## config.mk

```make
export PLATFORM = sky130hd
export DESIGN_NAME = fp_special_resolve
export DESIGN_NICKNAME = d
export VERILOG_FILES = /design/src/rtl/fp_special_resolve.sv
export SDC_FILE = /design/constraint.sdc
export NUM_CORES = 1
export LEC_CHECK = 0
export CAP_MARGIN = 20
export CORE_ASPECT_RATIO = 1.1
export CORE_MARGIN = 3
export CORE_UTILIZATION = 49
export DETAILED_ROUTE_END_ITERATION = 12
export PLACE_DENSITY = 0.87
export SLEW_MARGIN = 20
export SYNTH_ARGS = -nofsm -noshare
export SYNTH_HDL_FRONTEND = slang
export SYNTH_SLANG_ARGS = --single-unit
```

## constraint.sdc

```tcl
create_clock -name clk -period 3.7 [get_ports clk]
set_input_delay 0.555 -clock clk [delete_from_list [all_inputs] [get_ports clk]]
set_output_delay 0.555 -clock clk [all_outputs]
set_load 0.02 [all_outputs]
```

## src/rtl/fp_special_resolve.sv

```systemverilog
// fp_special_resolve: front stage of the 32-bit FP ALU.
// Classifies both operands (zero / Inf / NaN), resolves IEEE-754 special
// cases for add/sub/mul/div as a finished early result, and otherwise
// unpacks sign/exponent/mantissa for the normal datapath.
// Two-stage valid/ready pipeline, full rate while out_ready stays high.
// Optional build macro: FP_SPECIAL_STATS_EN adds saturating statistics
// counters (stat_early, stat_nan, stat_dz) of CNT_W bits each.
module fp_special_resolve #(
  parameter logic [31:0] QNAN = 32'h7FC00000
`ifdef FP_SPECIAL_STATS_EN
  ,
  parameter int CNT_W = 16
`endif
) (
  input  logic        clk,
  input  logic        rst,
  input  logic        in_valid,
  output logic        in_ready,
  input  logic [31:0] in_a,
  input  logic [31:0] in_b,
  input  logic [1:0]  in_op,
  output logic        out_valid,
  input  logic        out_ready,
  output logic        out_early,
  output logic [31:0] out_result,
  output logic        out_dz,
  output logic        out_inv,
  output logic [1:0]  out_op,
  output logic        out_sa,
  output logic        out_sb,
  output logic [7:0]  out_ea,
  output logic [7:0]  out_eb,
  output logic [23:0] out_ma,
  output logic [23:0] out_mb
`ifdef FP_SPECIAL_STATS_EN
  ,
  output logic [CNT_W-1:0] stat_early,
  output logic [CNT_W-1:0] stat_nan,
  output logic [CNT_W-1:0] stat_dz
`endif
);

  localparam logic [1:0] OP_ADD = 2'b00;
  localparam logic [1:0] OP_SUB = 2'b01;
  localparam logic [1:0] OP_MUL = 2'b10;
  localparam logic [1:0] OP_DIV = 2'b11;

  // Operand class as {nan, inf, zero}; denormals fall in none of these.
  function automatic logic [2:0] classify(input logic [31:0] x);
    logic exp_ones;
    logic frac_zero;
    exp_ones  = (x[30:23] == 8'hFF);
    frac_zero = (x[22:0] == 23'd0);
    return {exp_ones & ~frac_zero, exp_ones & frac_zero, (x[30:0] == 31'd0)};
  endfunction

  function automatic logic [31:0] signed_inf(input logic s);
    return {s, 8'hFF, 23'd0};
  endfunction

  function automatic logic [31:0] signed_zero(input logic s);
    return {s, 31'd0};
  endfunction

  // Denormals share the minimum exponent of normals, so exp field 0 reads as 1.
  function automatic logic [7:0] unpack_exp(input logic [7:0] e);
    return (e == 8'd0) ? 8'd1 : e;
  endfunction

  function automatic logic [23:0] unpack_man(input logic [31:0] x);
    return {(x[30:23] != 8'd0), x[22:0]};
  endfunction

`ifdef FP_SPECIAL_STATS_EN
  function automatic logic [CNT_W-1:0] sat_inc(input logic [CNT_W-1:0] c);
    return (&c) ? c : c + {{(CNT_W-1){1'b0}}, 1'b1};
  endfunction
`endif

  // Handshake / control state
  logic vld_p1_q, vld_p1_d;
  logic vld_p2_q, vld_p2_d;
  logic s2_ready;
  logic s1_adv;
  logic in_fire;

  // Stage-1 data
  logic [31:0] a_p1_q, b_p1_q;
  logic [1:0]  op_p1_q;
  logic [2:0]  cls_a_p1_q, cls_b_p1_q;

  // Stage-2 data (drives the outputs)
  logic        early_p2_q;
  logic [31:0] result_p2_q;
  logic        dz_p2_q, inv_p2_q;
  logic [1:0]  op_p2_q;
  logic        sa_p2_q, sb_p2_q;
  logic [7:0]  ea_p2_q, eb_p2_q;
  logic [23:0] ma_p2_q, mb_p2_q;

  // Resolution of the stage-1 beat
  logic        an, ai, az, bn, bi, bz;
  logic        sa, sb_raw, sb_eff, s_mul;
  logic        early_d, dz_d, inv_d;
  logic [31:0] result_d;

  assign s2_ready = !vld_p2_q || out_ready;
  assign s1_adv   = vld_p1_q && s2_ready;
  assign in_ready = !vld_p1_q || s2_ready;
  assign in_fire  = in_valid && in_ready;

  // Next-state of the two stage valids.
  always_comb begin
    vld_p1_d = vld_p1_q;
    vld_p2_d = vld_p2_q;
    if (in_fire)        vld_p1_d = 1'b1;
    else if (s1_adv)    vld_p1_d = 1'b0;
    if (s1_adv)         vld_p2_d = 1'b1;
    else if (out_ready) vld_p2_d = 1'b0;
  end

  // Valid registers; reset drops any in-flight beats.
  always_ff @(posedge clk) begin
    if (rst) begin
      vld_p1_q <= 1'b0;
      vld_p2_q <= 1'b0;
    end else begin
      vld_p1_q <= vld_p1_d;
      vld_p2_q <= vld_p2_d;
    end
  end

  // ---- Stage 1: capture operands, op and operand classes ----
  always_ff @(posedge clk) begin
    if (in_fire) begin
      a_p1_q     <= in_a;
      b_p1_q     <= in_b;
      op_p1_q    <= in_op;
      cls_a_p1_q <= classify(in_a);
      cls_b_p1_q <= classify(in_b);
    end
  end

  assign {an, ai, az} = cls_a_p1_q;
  assign {bn, bi, bz} = cls_b_p1_q;
  assign sa     = a_p1_q[31];
  assign sb_raw = b_p1_q[31];
  assign sb_eff = sb_raw ^ (op_p1_q == OP_SUB);
  assign s_mul  = sa ^ sb_raw;

  // Special-case resolution, first match wins.
  always_comb begin
    early_d  = 1'b0;
    result_d = 32'd0;
    inv_d    = 1'b0;
    dz_d     = 1'b0;
    if (an || bn) begin
      early_d  = 1'b1;
      result_d = QNAN;
      inv_d    = 1'b1;
    end else begin
      case (op_p1_q)
        OP_ADD, OP_SUB: begin
          if (ai && bi && (sa != sb_eff)) begin
            early_d = 1'b1; result_d = QNAN; inv_d = 1'b1;
          end else if (ai) begin
            early_d = 1'b1; result_d = signed_inf(sa);
          end else if (bi) begin
            early_d = 1'b1; result_d = signed_inf(sb_eff);
          end else if (az && bz) begin
            early_d = 1'b1; result_d = signed_zero(sa & sb_eff);
          end else if (az) begin
            early_d = 1'b1; result_d = {sb_eff, b_p1_q[30:0]};
          end else if (bz) begin
            early_d = 1'b1; result_d = a_p1_q;
          end
        end
        OP_MUL: begin
          if ((ai && bz) || (az && bi)) begin
            early_d = 1'b1; result_d = QNAN; inv_d = 1'b1;
          end else if (ai || bi) begin
            early_d = 1'b1; result_d = signed_inf(s_mul);
          end else if (az || bz) begin
            early_d = 1'b1; result_d = signed_zero(s_mul);
          end
        end
        default: begin
          if ((az && bz) || (ai && bi)) begin
            early_d = 1'b1; result_d = QNAN; inv_d = 1'b1;
          end else if (bz) begin
            early_d = 1'b1; result_d = signed_inf(s_mul); dz_d = 1'b1;
          end else if (ai) begin
            early_d = 1'b1; result_d = signed_inf(s_mul);
          end else if (az || bi) begin
            early_d = 1'b1; result_d = signed_zero(s_mul);
          end
        end
      endcase
    end
  end

  // ---- Stage 2: register resolved result and unpacked fields ----
  always_ff @(posedge clk) begin
    if (rst) begin
      early_p2_q  <= 1'b0;
      result_p2_q <= 32'd0;
      dz_p2_q     <= 1'b0;
      inv_p2_q    <= 1'b0;
      op_p2_q     <= 2'd0;
      sa_p2_q     <= 1'b0;
      sb_p2_q     <= 1'b0;
      ea_p2_q     <= 8'd0;
      eb_p2_q     <= 8'd0;
      ma_p2_q     <= 24'd0;
      mb_p2_q     <= 24'd0;
    end else if (s1_adv) begin
      early_p2_q  <= early_d;
      result_p2_q <= result_d;
      dz_p2_q     <= dz_d;
      inv_p2_q    <= inv_d;
      op_p2_q     <= op_p1_q;
      sa_p2_q     <= sa;
      sb_p2_q     <= sb_eff;
      ea_p2_q     <= unpack_exp(a_p1_q[30:23]);
      eb_p2_q     <= unpack_exp(b_p1_q[30:23]);
      ma_p2_q     <= unpack_man(a_p1_q);
      mb_p2_q     <= unpack_man(b_p1_q);
    end
  end

  assign out_valid  = vld_p2_q;
  assign out_early  = early_p2_q;
  assign out_result = result_p2_q;
  assign out_dz     = dz_p2_q;
  assign out_inv    = inv_p2_q;
  assign out_op     = op_p2_q;
  assign out_sa     = sa_p2_q;
  assign out_sb     = sb_p2_q;
  assign out_ea     = ea_p2_q;
  assign out_eb     = eb_p2_q;
  assign out_ma     = ma_p2_q;
  assign out_mb     = mb_p2_q;

`ifdef FP_SPECIAL_STATS_EN
  logic [CNT_W-1:0] stat_early_q, stat_nan_q, stat_dz_q;

  // Saturating counts of accepted output beats by outcome.
  always_ff @(posedge clk) begin
    if (rst) begin
      stat_early_q <= '0;
      stat_nan_q   <= '0;
      stat_dz_q    <= '0;
    end else if (vld_p2_q && out_ready) begin
      if (early_p2_q)          stat_early_q <= sat_inc(stat_early_q);
      if (result_p2_q == QNAN) stat_nan_q   <= sat_inc(stat_nan_q);
      if (dz_p2_q)             stat_dz_q    <= sat_inc(stat_dz_q);
    end
  end

  assign stat_early = stat_early_q;
  assign stat_nan   = stat_nan_q;
  assign stat_dz    = stat_dz_q;
`endif

endmodule

```

---- Word-level counts from Yosys, hierarchy flattened ----
Index checks and enable logic that the tools add are counted.
storage, ports and cells
  flip-flop bits (word level) ............. 177
  input bits .............................. 70
  word-level logic and storage cells ...... 106
operators by class
  equal/unequal tests ..................... 5
  muxes and demuxes ....................... 44
  bitwise gates (word level) .............. 9
  reductions and logical operators ........ 30
operator list
  operator                                                          number
  32-bit 2-to-1 mux                                                 14
  32-bit one-hot mux with 2 select lines                            1
  31-bit zero test                                                  2
  23-bit zero test                                                  2
  1-bit 2-to-1 mux                                                  25
  8-bit == test (second input constant)                             2
  8-bit zero test                                                   2
  8-bit 2-to-1 mux                                                  2
  8-bit nonzero test                                                2
  1-bit logical OR                                                  8
  1-bit logical AND                                                 7
  1-bit AND                                                         5
  1-bit one-hot mux with 2 select lines                             2
  2-bit nonzero test                                                2
  3-bit OR reduction                                                1
  2-bit by 1-bit == test with 1-bit output (second input constant)  1
  2-bit == test (second input constant)                             1
  1-bit zero test                                                   2
  2-bit zero test                                                   1
  1-bit NOT                                                         2
  2-bit OR reduction                                                1
  1-bit XOR                                                         2
  1-bit != test                                                     1

---- Depth between registers and ports, before layout ----
Gate-level depths: netlist of the first run.
  depth in word-level cells ............... 9
  depth in mapped cells ................... 8
  mapped depth without buffers ............ 7

---- Worst setup path after synthesis of the first run ----
No wires, ideal clock.
  path kind ............................... input to register
  from .................................... input out_ready
  to ...................................... register a_p1_q[0] (enable)
  setup time .............................. 0.438 ns
  data arrival time ....................... 2.524 ns
  data required time ...................... 3.262 ns
  path slack .............................. 0.738 ns
  stages on the path ...................... 3
  path through ............................ nor2b_1 -> nand2_1 -> and2_1
between the ends
  cells in the longest elaborated chain, start to end .. 3
ends and longest elaborated chain
  element               RTL line  text
  start, declared       23        input logic out_ready,
  1-bit logical OR      107       assign s2_ready = !vld_p2_q || out_ready;
  1-bit logical OR      109       assign in_ready = !vld_p1_q || s2_ready;
  via in_ready          18        output logic in_ready,
  1-bit logical AND     110       assign in_fire = in_valid && in_ready;
  via in_fire           85        logic in_fire;
  end signal, assigned  136       a_p1_q <= in_a;
  end, declared         88        logic [31:0] a_p1_q, b_p1_q;
The timed path passes the listed nets, and every way through them passes these cells.
A chain may end at the register's enable or synchronous reset.

---- Final worst setup path of the first run ----
  from .................................... input out_ready
  to ...................................... output in_ready
between the ends
  cells in the longest elaborated chain, start to end .. 2
ends and longest elaborated chain
  element           RTL line
  1-bit logical OR  107
  1-bit logical OR  109
  end, declared     18
No other way between the ends.

==> impl_table.tex, run 1 <==
\begin{tabular}{lr}
\hline
Metric & Value \\
\hline
\multicolumn{2}{l}{\textbf{Worst setup path}} \\
Crit path launch type & primary input \\
Beginning of the worst register-to-register path & cls\_a\_p1\_q[0] \\
Crit path from & out\_ready \\
Worst Setup EP & in\_ready \\
Arrival @ worst endpoint & 1.91 ns \\
Register-to-Register Setup Slack & 1.42 ns \\
Kind of critical path & primary input to primary output \\
Reg-to-reg endpoint & out\_result[20] \\
Critical Path Fanout Max & 3 \\
Number of cells on the worst reg-to-reg path & 5 \\
Data required time at the worst endpoint & 3.14 ns \\
CP endpoint kind & primary output \\
\multicolumn{2}{l}{\textbf{Power}} \\
Pwr dens & 475 nW/µm² \\
Peak supply drop & 335 µV \\
Leakage power of the design & 3.10 nW \\
Cell-internal power & 3.28 mW \\
Clock network power share & 0.382 \\
Fraction of power consumed by sequential logic & 0.510 \\
Switching Fraction & 0.242 \\
Net Sw Power & 1.05 mW \\
Part of the total power dissipated in combinational logic & 0.107 \\
\multicolumn{2}{l}{\textbf{Final layout}} \\
Diode insertion count for antenna repair & 0 \\
Cell area after layout & 9100 µm² \\
Fraction of final layout cells sized beyond drive strength 1 & 0.108 \\
Footprint of the multi-input gates & 2270 µm² \\
Area growth from synthesis to layout & 34.7\% \\
Most common cell after layout, fill and taps aside & sky130\_fd\_sc\_hd\_\_clkdlybuf4s50\_1 \\
FF+latch area & 4260 µm² \\
NumNets Final & 839 \\
Filler cells & 965 \\
Post-route core utilization & 0.683 \\
Top library cells by usage in the layout, fill and taps aside & sky130\_fd\_sc\_hd\_\_clkdlybuf4s50\_1 (173), sky130\_fd\_sc\_hd\_\_nand2\_1 (132), sky130\_fd\_sc\_hd\_\_dfxtp\_1 (105) \\
\multicolumn{2}{l}{\textbf{Synthesis}} \\
Share of Yosys cell area claimed by the top area cell type & 0.320 \\
Sequential cell area fraction in the yosys report & 0.632 \\
Total of warnings raised by yosys & 0 \\
Cells after Synth & 612 \\
EDFF count, synth & 72 \\
Mean instance size in the synthesized netlist & 11.0 µm² \\
Top flip-flop cell by instance count after synthesis & sky130\_fd\_sc\_hd\_\_dfxtp\_1 \\
Number of distinct library cells after synthesis & 44 \\
Cell type with the highest aggregate area in the netlist & sky130\_fd\_sc\_hd\_\_edfxtp\_1 \\
Synthesized area & 6750 µm² \\
Fraction of synthesis flops using an asynchronous set or reset pin & 0 \\
Synthesized netlist net count & 683 \\
Seq cells post-synth & 177 \\
Biggest area contributors in the synthesized netlist & sky130\_fd\_sc\_hd\_\_edfxtp\_1 (32\%), sky130\_fd\_sc\_hd\_\_dfxtp\_1 (31\%), sky130\_fd\_sc\_hd\_\_nand2\_1 (7.4\%), sky130\_fd\_sc\_hd\_\_a21oi\_1 (5.1\%), sky130\_fd\_sc\_hd\_\_a22oi\_2 (3.7\%) \\
\multicolumn{2}{l}{\textbf{Timing}} \\
Worst-margin pin slew & 0.983 ns \\
Hold Violations, Final & 0 \\
Final worst-path setup slack & 1.24 ns \\
Sum of negative setup slack & 0 ns \\
Final number of max-transition violations & 0 \\
Unrepaired setup endpoints after global routing & false \\
Minimum clock period after layout & 2.46 ns \\
Worst setup skew after layout & 0.00569 ns \\
Final setup violation count & 0 \\
Remaining max-slew budget at the tightest pin & 0.345 \\
Max Freq & 406 MHz \\
Crit share post-route & 0.665 \\
\multicolumn{2}{l}{\textbf{Global route}} \\
Wire length of the first global-routing pass & 28,400 µm \\
Aggregate global routing overflow & 0 \\
Number of antenna violations at the first check in global routing & 0 \\
Maximum number of pins on one net before global-route repair & 73 \\
Vias in the first global route & 5,393 \\
Total track usage & 0.239 \\
\multicolumn{2}{l}{\textbf{Floorplanning}} \\
Die area & 15,200 µm² \\
Top Ports & 175 \\
Initial Utilization & 0.507 \\
Cell row count & 44 \\
Vertical die dimension & 129 µm \\
Die width & 118 µm \\
Core Box Area & 13,300 µm² \\
\multicolumn{2}{l}{\textbf{Routing}} \\
Antenna-violating nets left & 0 \\
Via count & 5,489 \\
DRC marker count from the first detailed-route iteration & 569 \\
Drt via density & 5.69 \\
First-pass iteration count of the detailed router & 5 \\
Wire length per cell & 19.5 µm \\
Total detailed-routing wirelength & 18,900 µm \\
DRC & 0 \\
\multicolumn{2}{l}{\textbf{Place}} \\
Post-detailed-placement half-perimeter wirelength & 13,000 µm \\
Worst setup slack before clock tree synthesis & 1.17 ns \\
Standard cell area after detailed placement & 8560 µm² \\
Total of buffers placed on input and output ports & 174 \\
Routability-driven placement congestion ratio & 0.834 \\
\multicolumn{2}{l}{\textbf{Clock network}} \\
Cts hold-fix bufs & 0 \\
TritonCTS clock tree & yes \\
Clock buffer count from CTS & 17 \\
Number of setup buffers added after CTS & 0 \\
Sinks on the clock net & 177 \\
Largest buffer count on any clock path & 2 \\
Post-CTS clock slew at the launch and capture registers of the worst setup and hold paths & 0.06 ns \\
Depth of the CTS H-tree & 4 \\
Clock latency reported for the late side of the worst-skew pair & 0.43 ns \\
Clock Root Buffer & sky130\_fd\_sc\_hd\_\_clkbuf\_16 \\
Post-CTS Resized & 0 \\
\multicolumn{2}{l}{\textbf{Job}} \\
Max Cap Viol & 0 \\
\multicolumn{2}{l}{\textbf{Min path}} \\
Type of the tightest min-delay check & flip-flop to flip-flop \\
\multicolumn{2}{l}{\textbf{Outcome}} \\
Result of the run & finished clean \\
\hline
\end{tabular}
==> worst max-delay path: stages <==
cell	delay, ns
sky130_fd_sc_hd__clkdlybuf4s50_1	0.42
sky130_fd_sc_hd__nor2b_1	0.23
sky130_fd_sc_hd__nand2_1	0.14
sky130_fd_sc_hd__clkdlybuf4s50_1	0.56
==> power by group through the flow <==
stage / combinational (mW) / clock, mW / sequential (mW)
floorplan: 0.180 / 0 / 2.28
global placement: 0.446 / 0 / 2.24
detailed placement: 0.459 / 0 / 2.25
CTS: 0.463 / 1.66 / 2.20
global route: 0.492 / 1.73 / 2.21
finish: 0.464 / 1.65 / 2.21
==> kinds of logic (layout without fill, tap and decap cells) <==
kind of cell	Yosys count	after routing	share of synthesized area
flops	177	177	0.632
simple gates	233	233	0.160
fa+ha+maj	1	1	0.00185
buf+inv	46	215	0.0343
xor+xnor	2	2	0.00259
mux	2	2	0.00334
compound gates	151	151	0.167
==> cell usage after synthesis (3+ instances only) <==
cell	count
sky130_fd_sc_hd__a22oi_1	11
sky130_fd_sc_hd__and2_1	3
sky130_fd_sc_hd__nand2_1	133
sky130_fd_sc_hd__clkbuf_1	26
sky130_fd_sc_hd__a21oi_1	69
sky130_fd_sc_hd__edfxtp_1	72
sky130_fd_sc_hd__nor2_2	20
sky130_fd_sc_hd__nor4_1	16
sky130_fd_sc_hd__a22o_1	25
sky130_fd_sc_hd__dfxtp_1	105
sky130_fd_sc_hd__nor2b_1	4
sky130_fd_sc_hd__nor3_1	7
sky130_fd_sc_hd__buf_2	11
sky130_fd_sc_hd__o21ai_0	5
sky130_fd_sc_hd__o221a_1	8
sky130_fd_sc_hd__and3_1	3
sky130_fd_sc_hd__a211oi_1	3
sky130_fd_sc_hd__a22oi_2	20
sky130_fd_sc_hd__or4_1	4
sky130_fd_sc_hd__nand4_1	6
sky130_fd_sc_hd__nand3b_1	3
sky130_fd_sc_hd__nor2_1	26
==> registers in the layout, indices dropped and copies added, names as in the netlist, 2 cells and up <==
signal	flops
out_result	32
out_ea	8
b_p1_q	32
out_ma	24
cls_a_p1_q	3
op_p1_q	2
cls_b_p1_q	3
out_op	2
a_p1_q	32
out_mb	24
out_eb	8
==> final cells by class <==
cell class	count	share of cell area
clock buffers	20	0.0491
clock inverters	12	0.00990
inverters	2	0.000825
multi-input cells	389	0.249
flip-flops and latches	177	0.469
well taps	184	0.0253
repair buffers	181	0.197
==> worst min path at each step <==
stage	start	depth (start not counted)	endpoint	slack [ns]
2_1_floorplan	a_p1_q[0]	2	out_ma[0]	0.50
3_3_place_gp	out_sa	2	out_sa	0.44
3_5_place_dp	out_mb[3]	2	out_mb[3]	0.45
4_1_cts	out_mb[3]	2	out_mb[3]	0.45
5_1_grt	out_mb[3]	2	out_mb[3]	0.47
6_report	out_mb[3]	2	out_mb[3]	0.45
==> per-layer routing <==
metal / vias to the layer above / part of all wire / wire [µm] / track usage
li1: 2524 / - / - / -
met1: 2669 / 0.39 / 7260 / 0.276
met2: 251 / 0.52 / 9890 / 0.433
met3: 45 / 0.058 / 1090 / 0.0463
met4: 0 / 0.033 / 615 / 0.112
met5: - / 0 / 0 / 0
==> per-stage QoR <==
stage	hold slack, ns	power [mW]	cells
final	0.452	4.32	965
after detailed placement	0.446	2.70	933
after floorplan	0.498	2.46	612
after global routing	0.465	4.44	965
after global placement	0.445	2.69	933
after CTS	0.454	4.33	965
Power figures use the tool's default switching activity.
==> run 2: changes to the inputs <==
CORE_UTILIZATION = 44   (was 49)
PLACE_DENSITY = 0.83   (was 0.87)
clock period = 2.1 ns   (was 3.7 ns; I/O delays follow)
==> impl_table.tex, run 2 (synthesis results as in run 1) <==
\begin{tabular}{lr}
\hline
Metric & Value \\
\hline
\multicolumn{2}{l}{\textbf{Power}} \\
Pwr dens & 839 nW/µm² \\
Leakage power of the design & 3.19 nW \\
Peak supply drop & 549 µV \\
\multicolumn{2}{l}{\textbf{Timing}} \\
Final worst-path setup slack & 0.162 ns \\
Worst-margin pin slew & 0.538 ns \\
Unrepaired setup endpoints after global routing & false \\
Sum of negative setup slack & 0 ns \\
Remaining max-slew budget at the tightest pin & 0.641 \\
Max Freq & 516 MHz \\
Smallest hold slack & 0.225 ns \\
Final setup violation count & 0 \\
Worst setup skew after layout & 0.00762 ns \\
Hold Violations, Final & 0 \\
Crit share post-route & 0.923 \\
Minimum clock period after layout & 1.94 ns \\
Final number of max-transition violations & 0 \\
\multicolumn{2}{l}{\textbf{Clock network}} \\
TritonCTS clock tree & yes \\
Depth of the CTS H-tree & 4 \\
Clock latency reported for the late side of the worst-skew pair & 0.43 ns \\
Post-CTS clock slew at the launch and capture registers of the worst setup and hold paths & 0.06 ns \\
Clock buffer count from CTS & 17 \\
Post-CTS Resized & 0 \\
Clock Root Buffer & sky130\_fd\_sc\_hd\_\_clkbuf\_16 \\
Cts hold-fix bufs & 0 \\
Sinks on the clock net & 177 \\
Number of setup buffers added after CTS & 0 \\
Largest buffer count on any clock path & 2 \\
\multicolumn{2}{l}{\textbf{Routing}} \\
Via count & 5,263 \\
First-pass iteration count of the detailed router & 5 \\
Antenna-violating nets left & 0 \\
Met1 wire length & 7440 µm \\
Met2 layer wire length in the routed design & 8810 µm \\
Wire length per cell & 18.3 µm \\
Highest layer used for signal routing & met4 \\
Total detailed-routing wirelength & 18,000 µm \\
Drt via density & 5.35 \\
DRC & 0 \\
Met3 layer wire length in the routed design & 1080 µm \\
DRC marker count from the first detailed-route iteration & 411 \\
\multicolumn{2}{l}{\textbf{Global route}} \\
Aggregate global routing overflow & 0 \\
Total track usage & 0.217 \\
Vias in the first global route & 5,221 \\
Number of antenna violations at the first check in global routing & 0 \\
Wire length of the first global-routing pass & 27,800 µm \\
Maximum number of pins on one net before global-route repair & 76 \\
\multicolumn{2}{l}{\textbf{Place}} \\
Total of buffers placed on input and output ports & 174 \\
Standard cell area after detailed placement & 8720 µm² \\
Routability-driven placement congestion ratio & 0.826 \\
Worst setup slack before clock tree synthesis & 0.114 ns \\
Post-detailed-placement half-perimeter wirelength & 12,600 µm \\
\multicolumn{2}{l}{\textbf{Worst setup path}} \\
Crit path launch type & flip-flop \\
Data required time at the worst endpoint & 1.78 ns \\
CP endpoint kind & primary output \\
Worst Setup EP & in\_ready \\
Register-to-Register Setup Slack & 0.27 ns \\
Beginning of the worst register-to-register path & cls\_b\_p1\_q[1] \\
Arrival @ worst endpoint & 1.62 ns \\
Reg-to-reg endpoint & out\_result[21] \\
Kind of critical path & flip-flop to primary output \\
Crit path from & out\_valid \\
Number of cells on the worst reg-to-reg path & 4 \\
Critical Path Fanout Max & 3 \\
\multicolumn{2}{l}{\textbf{Floorplanning}} \\
Core Box Area & 14,700 µm² \\
Cell row count & 46 \\
Die area & 16,900 µm² \\
Initial Utilization & 0.458 \\
Vertical die dimension & 136 µm \\
Top Ports & 175 \\
Die width & 124 µm \\
\multicolumn{2}{l}{\textbf{Final layout}} \\
Fraction of final layout cells sized beyond drive strength 1 & 0.125 \\
Area growth from synthesis to layout & 37.8\% \\
Post-route core utilization & 0.631 \\
Diode insertion count for antenna repair & 0 \\
NumNets Final & 849 \\
Most common cell after layout, fill and taps aside & sky130\_fd\_sc\_hd\_\_clkdlybuf4s50\_1 \\
Cell area after layout & 9300 µm² \\
Filler cells & 1,172 \\
Top library cells by usage in the layout, fill and taps aside & sky130\_fd\_sc\_hd\_\_clkdlybuf4s50\_1 (173), sky130\_fd\_sc\_hd\_\_nand2\_1 (132), sky130\_fd\_sc\_hd\_\_dfxtp\_1 (105) \\
\multicolumn{2}{l}{\textbf{Outcome}} \\
Result of the run & finished clean \\
\multicolumn{2}{l}{\textbf{Min path}} \\
Type of the tightest min-delay check & primary input to flip-flop \\
Launch point of the worst hold path & rst \\
\multicolumn{2}{l}{\textbf{Job}} \\
Max Cap Viol & 0 \\
\hline
\end{tabular}
## run 2: cell count changes in the layout (fill, tap and decap cells not counted), sizes merged
| cell | before | now |
|---|---|---|
| buf | 8 | 18 |
| clkinv | 9 | 6 |
| clkbuf | 20 | 19 |
| clkinvlp | 0 | 2 |
| inv | 4 | 6 |
## run 2: how the worst min path moves through the flow
stage	endpoint	slack, ns	depth (start not counted)
finish	out_ea[7]	0.22	2
global route	out_ea[3]	0.25	2
CTS	out_ea[7]	0.21	2
detailed placement	out_ea[7]	0.45	2
global placement	out_eb[7]	0.44	2
floorplan	a_p1_q[0]	0.41	0
## run 2: report_power, final
| part | total (mW) | internal [mW] | switching [mW] |
|---|---|---|---|
| registers | 3.86 | 3.75 | 0.110 |
| clock network | 3.09 | 1.72 | 1.37 |
| logic | 0.852 | 0.402 | 0.449 |
## run 2: area by class of cell
cell class / count / area [µm²] / share of cell area
tap: 192 / 240 / 0.0258
inverter: 2 / 7.51 / 0.000807
timing repair buffer: 191 / 1940 / 0.209
multi-input combinational: 389 / 2270 / 0.244
sequential: 177 / 4260 / 0.458
clock buffer: 19 / 453 / 0.0487
clock inverter: 13 / 128 / 0.0137
## run 2: per-layer routing
layer  global-route usage  vias to the layer above
met5                    0                        -
met4               0.0968                        0
met3               0.0445                       41
met2                0.351                      198
met1                0.280                     2475
li1                     -                     2549
## run 2: stage by stage
step / std cells / total power, mW
detailed placement: 951 / 4.79
CTS: 983 / 7.86
finish: 983 / 7.81
floorplan: 612 / 4.33
global route: 983 / 8.06
global placement: 951 / 4.77
## run 2: critical path, stage by stage, from the launching register on
cell                              delay, ns
sky130_fd_sc_hd__dfxtp_1               0.35
sky130_fd_sc_hd__nor2b_1               0.21
sky130_fd_sc_hd__nand2_1               0.09
sky130_fd_sc_hd__clkdlybuf4s50_1       0.55
==> run 3: changes to the inputs <==
SKIP_LAST_GASP = 1   (was unset)
==> results of run 3 <==
No change in the layout: final DEF, timing and power equal those of run 2.
